$ cat src/rtl/fifo_pkg.sv
// Shared types and default widths for the async FIFO read-side controller.
package fifo_pkg;

  localparam int FIFO_DATA_W = 8;
  localparam int FIFO_CNT_W  = 16;

  typedef enum logic [1:0] {
    ST_IDLE  = 2'd0,
    ST_RUN   = 2'd1,
    ST_FLUSH = 2'd2
  } rd_state_t;

endpackage

$ cat src/rtl/afifo_rd_skid.sv
// Two-entry ordered output buffer: head is presented, tail queues behind it.
module afifo_rd_skid import fifo_pkg::*; #(
  parameter int DATA_W = FIFO_DATA_W
) (
  input  logic              clk,
  input  logic              rst,
  input  logic              i_clr,
  input  logic              i_push,
  input  logic [DATA_W-1:0] i_data,
  input  logic              i_pop,
  output logic [1:0]        o_occ,
  output logic              o_valid,
  output logic [DATA_W-1:0] o_data
);

  logic [DATA_W-1:0] r_head;
  logic [DATA_W-1:0] r_tail;
  logic [1:0]        r_occ;
  logic              w_pop;

  assign w_pop = i_pop && (r_occ != 2'd0);

  // Buffer storage and occupancy; push+pop together keeps occupancy constant.
  always_ff @(posedge clk) begin
    if (rst || i_clr) begin
      r_head <= {DATA_W{1'b0}};
      r_tail <= {DATA_W{1'b0}};
      r_occ  <= 2'd0;
    end else begin
      case ({i_push, w_pop})
        2'b10: begin
          if (r_occ == 2'd0) begin
            r_head <= i_data;
            r_occ  <= 2'd1;
          end else if (r_occ == 2'd1) begin
            r_tail <= i_data;
            r_occ  <= 2'd2;
          end else begin
            r_occ  <= r_occ;
          end
        end
        2'b01: begin
          if (r_occ == 2'd2) begin
            r_head <= r_tail;
            r_occ  <= 2'd1;
          end else begin
            r_occ  <= 2'd0;
          end
        end
        2'b11: begin
          if (r_occ == 2'd2) begin
            r_head <= r_tail;
            r_tail <= i_data;
          end else begin
            r_head <= i_data;
          end
        end
        default: r_occ <= r_occ;
      endcase
    end
  end

  assign o_occ   = r_occ;
  assign o_valid = (r_occ != 2'd0);
  assign o_data  = r_head;

endmodule

$ cat src/rtl/afifo_rd_ctrl.sv
// Read-side controller for an async FIFO: pops with 1-cycle latency into a 2-entry skid.
// Optional even-parity checking on data_out is compiled in with macro AFIFO_RD_PARITY_EN.
module afifo_rd_ctrl import fifo_pkg::*; #(
  parameter int DATA_W = FIFO_DATA_W,
  parameter int CNT_W  = FIFO_CNT_W
) (
  input  logic              rd_clk,
  input  logic              rd_rst,
  input  logic              enable,
  input  logic              flush,
  input  logic              empty,
`ifdef AFIFO_RD_PARITY_EN
  input  logic [DATA_W:0]   data_out,
  output logic              parity_err,
`else
  input  logic [DATA_W-1:0] data_out,
`endif
  output logic              pop,
  output logic              m_valid,
  input  logic              m_ready,
  output logic [DATA_W-1:0] m_data,
  output logic [CNT_W-1:0]  rd_count,
  output logic              busy
);

  rd_state_t         r_state;
  rd_state_t         w_state_nxt;
  logic              r_inflight;
  logic [CNT_W-1:0]  r_rd_count;
  logic [1:0]        w_occ;
  logic [2:0]        w_level;
  logic              w_fire;
  logic              w_push;
  logic              w_pop;
  logic [DATA_W-1:0] w_payload;

  // A flush cycle neither counts a beat nor captures the landing word.
  assign w_fire  = m_valid && m_ready && !flush;
  assign w_push  = r_inflight && !flush;
  assign w_level = {1'b0, w_occ} + {2'b00, r_inflight} - {2'b00, w_fire};
  assign w_pop   = (r_state == ST_RUN) && enable && !empty && !flush && !rd_rst
                   && (w_level < 3'd2);

  // Next-state selection; flush overrides every other condition.
  always_comb begin
    w_state_nxt = r_state;
    if (flush) begin
      w_state_nxt = ST_FLUSH;
    end else begin
      case (r_state)
        ST_IDLE: begin
          if (enable) w_state_nxt = ST_RUN;
          else        w_state_nxt = ST_IDLE;
        end
        ST_RUN: begin
          if (!enable && !r_inflight) w_state_nxt = ST_IDLE;
          else                        w_state_nxt = ST_RUN;
        end
        ST_FLUSH: w_state_nxt = ST_IDLE;
        default:  w_state_nxt = ST_IDLE;
      endcase
    end
  end

  // State, in-flight tracking and the wrapping delivered-beat counter.
  always_ff @(posedge rd_clk) begin
    if (rd_rst) begin
      r_state    <= ST_IDLE;
      r_inflight <= 1'b0;
      r_rd_count <= {CNT_W{1'b0}};
    end else begin
      r_state    <= w_state_nxt;
      r_inflight <= w_pop;
      if (w_fire) r_rd_count <= r_rd_count + {{(CNT_W-1){1'b0}}, 1'b1};
    end
  end

`ifdef AFIFO_RD_PARITY_EN
  logic r_parity_err;

  function automatic logic f_parity_bad(input logic [DATA_W:0] word);
    return ^word;
  endfunction

  // Sticky flag: any captured word with odd overall parity latches it until reset.
  always_ff @(posedge rd_clk) begin
    if (rd_rst) begin
      r_parity_err <= 1'b0;
    end else if (w_push && f_parity_bad(data_out)) begin
      r_parity_err <= 1'b1;
    end
  end

  assign parity_err = r_parity_err;
  assign w_payload  = data_out[DATA_W-1:0];
`else
  assign w_payload  = data_out;
`endif

  afifo_rd_skid #(
    .DATA_W (DATA_W)
  ) u_skid (
    .clk     (rd_clk),
    .rst     (rd_rst),
    .i_clr   (flush),
    .i_push  (w_push),
    .i_data  (w_payload),
    .i_pop   (w_fire),
    .o_occ   (w_occ),
    .o_valid (m_valid),
    .o_data  (m_data)
  );

  assign pop      = w_pop;
  assign rd_count = r_rd_count;
  assign busy     = (r_state != ST_IDLE) || (w_occ != 2'd0) || r_inflight;

endmodule

$ cat config.mk
export PLATFORM = sky130hd
export DESIGN_NAME = afifo_rd_ctrl
export DESIGN_NICKNAME = d
export VERILOG_FILES = /design/src/rtl/fifo_pkg.sv /design/src/rtl/afifo_rd_skid.sv /design/src/rtl/afifo_rd_ctrl.sv
export SDC_FILE = /design/constraint.sdc
export NUM_CORES = 1
export LEC_CHECK = 0
export CORE_UTILIZATION = 53
export DETAILED_ROUTE_END_ITERATION = 8
export PLACE_DENSITY = 0.92
export SYNTH_ARGS = -nofsm -noshare
export SYNTH_HDL_FRONTEND = slang
export SYNTH_SLANG_ARGS = --single-unit
$ cat constraint.sdc
create_clock -name rd_clk -period 8.8 [get_ports rd_clk]
set_clock_uncertainty 0.1 [all_clocks]
set_input_delay 1.76 -clock rd_clk [delete_from_list [all_inputs] [get_ports rd_clk]]
set_output_delay 1.76 -clock rd_clk [all_outputs]
set_load 0.02 [all_outputs]
==> flow_summary_export.csv <==
group,metric,value,unit
setup_path,required,6940,ps
placement,place_inst,272,
synthesis,mappedNetlistArea,1745,um2
status,status,"completed",
synthesis,ys_top_cells_by_count,"dfxtp_1 (37), nor2_1 (28), a21oi_1 (12), o21ai_0 (12), mux2i_1 (9)",
route,drc,0,
setup_path,arrival,4740,ps
setup_path,path_cells,"clkdlybuf4s50_1 > and2b_1 > nand2_1 > inv_1 > ha_1 > nand2b_1 > fa_1 > nand4b_1 > nor4_1 > clkdlybuf4s50_1",
clock_tree,cts_resized,0,
global_routing,grt_first_pass_wirelength,5961,um
sta,timing.final.crit_share,75.01,%
route,vias,1554,
power,p_leak,0.0008759,uW
synthesis,yosys-top-cells-area,"dfxtp_1 (42%), nor2_1 (6.0%), mux2i_1 (5.2%), ha_1 (4.3%), a221oi_1 (4.0%)",
die,core,3078,um2
setup_path,reg2reg_depth,9,
die,top_level_ports,41,
synthesis,synth_edf_count,0,
sta,rsz0062_at_grt,"no",
final_layout,fillCellCount,240,
clock_tree,post_cts_buffers,0,
job,drv_cap,0,
setup_path,crit_type,"in -> out",
die,initial_utilization,56.71,%
route,via_per_inst,5.550,
synthesis,synth_warnings,0,
setup_path,cp_slowest_cell,"clkdlybuf4s50_1",
hold_path,hp-class,"reg -> reg",
sta,final.setup.tns,0,ps
final_layout,area_growth,27.53,%
route,drt-total-wl,3622,um
clock_tree,tritoncts.num_buffers,5,
clock_tree,ctsLongestPathBuffers,2,
clock_tree,clkTransAtPathRegs,100,ps
sta,clock.fmax,151.5,MHz
placement,dp_hpwl,2646,um
power,power.density,123.9,nW/um2
final_layout,drive_gt1_share,5.085,%
setup_path,cp_max_fo,7,
setup_path,critPathLaunchType,"primary input",
synthesis,yosysMostFrequentCell,"dfxtp_1",
setup_path,cp_num_buf_inv,3,
sta,tightest_slew,652.8,ps
sta,slew_headroom,56.34,%
setup_path,slowest_delay,640,ps
die,die_width,59.39,um
synthesis,async_flop_share,0,%
placement,port_buffers,40,
die,core.rowCount,20,
route,first_pass_iters,4,
clock_tree,cts_root_buf,"clkbuf_4",
global_routing,groute.usage.overall,22.71,%
final_layout,nets,256,
global_routing,grt_pass1_vias,1374,
synthesis,synth_seq_cells,37,
synthesis,yosys.area.top_type,"dfxtp_1",
clock_tree,clk_latency,340,ps
synthesis,synth_cell_type_count,40,
sta,slew_violations,0,
global_routing,grt_max_degree,20,
clock_tree,clock-sinks,37,
route,drt_iter0_markers,81,
final_layout,finalNonFillerCells,280,
final_layout,diodes,0,
setup_path,cp-startpoint,"flush",
setup_path,regToRegStartpoint,"u_skid.o_occ[1]",
clock_tree,tritoncts,"built",
power,ir_drop,0.1039,mV
global_routing,antenna_found_initial,0,
setup_path,path_depth,10,
placement,routabilityCongestion,0.8532,
setup_path,cpMostUsedCell,"clkdlybuf4s50_1",
setup_path,worstSetupEndpointType,"output port",
sta,finalSetupViolations,0,
setup_path,cp_top_family,"buffers and inverters",
hold_path,holdCritStartpoint,"r_state[1]",
clock_tree,holdBufCountCts,0,
hold_path,holdPathStages,1,
synthesis,syn_area_per_cell,8.951,um2
clock_tree,htreeDepth,2,
sta,period_needed,6601,ps
synthesis,synthCells,195,
route,wl_per_cell,12.94,um
global_routing,overflow,0,
synthesis,seq_area_frac_synth,42.44,%
route,ant_nets,0,
die,die_h,59.39,um
synthesis,ys.flop_type,"dfxtp_1",
synthesis,synth_top_cell_area_share,42.44,%
synthesis,syn-num-nets,216,
die,dieArea,3527,um2
sta,report.final.hold_viol_count,0,
[worst register-to-register path: stages, from the launching register on]
cell and delay (ps):
dfxtp_1 580, nor2_4 110, inv_2 170, nand2_1 150, inv_1 160, ha_1 250
nor4bb_1 90, a31oi_2 550, mux2i_1 250, nor2_1 50
[registers in the layout, summed over array words and instances, names as in the netlist]
signal / cells
r_state: 2
r_inflight: 1
u_skid.o_data: 8
u_skid.r_tail: 8
u_skid.o_occ: 2
rd_count: 16
[layout by cell type, fill, tap and decap left out, types with 6 or more instances in the layout]
master and instances:
a21oi_1 12, a221oi_1 8, clkdlybuf4s50_1 40, dfxtp_1 37
ha_1 6, inv_1 6, mux2i_1 9, nand2_1 8
nand3_1 7, nor2_1 28, o21ai_0 12
[through the flow]
step	hold slack [ps]	utilization (%)	power, uW	instance area, um2	worst slack (ps)
after floorplan	339.5	-	177.2	1745	3029
after global placement	358.4	70.20	185.3	2161	2289
after detailed placement	378.5	70.20	185.4	2161	2216
after CTS	391.2	72.32	279.0	2226	2207
after global routing	417.3	72.32	288.5	2226	1991
final	385.4	72.32	275.9	2226	2199
[metal layers]
metal | share of wire [%] | wire length [um] | global-route usage (%) | up-vias
met2 | 47 | 1687 | 36.44 | 50
li1 | - | - | - | 787
met4 | 1.8 | 65 | 10.88 | 0
met3 | 5.4 | 194 | 5.240 | 7
met1 | 46 | 1675 | 28.71 | 710
met5 | 0 | 0 | 0 | -
[cell families after synthesis]
family / count (synthesis) / share of synthesized area [%]
and+or+nand+nor: 78 / 23.58
AOI/OAI and AO/OA: 41 / 15.05
DFF: 37 / 42.44
buffers and inverters: 14 / 3.799
xor gates and xnor gates: 9 / 4.516
muxes: 9 / 5.161
adders and majority gates: 7 / 5.448
[worst paths after layout]
kind	end	slack (ps)
setup / recovery	pop	2200
hold / removal	r_state[0]	390
setup reg to reg	u_skid.r_tail[2]	6220
hold reg to reg	r_state[0]	390
[power breakdown]
| group | total [uW] | switching (uW) | internal, uW |
|---|---|---|---|
| logic | 13.3 | 6.12 | 7.23 |
| registers | 168 | 0.404 | 168 |
| clock network | 94.2 | 55.3 | 38.9 |
[final cells by class]
| class | instances | area, um2 | area share (%) |
|---|---|---|---|
| Clock buffer | 6 | 51.30 | 2.305 |
| Clock inverter | 2 | 13.76 | 0.6183 |
| Inverter | 7 | 26.28 | 1.180 |
| Multi-Input combinational cell | 144 | 938.4 | 42.16 |
| Sequential cell | 37 | 740.7 | 33.28 |
| Tap cell | 44 | 55.05 | 2.473 |
| Timing Repair Buffer | 40 | 400.4 | 17.99 |
Note: power is estimated with default switching activity, not from simulation.
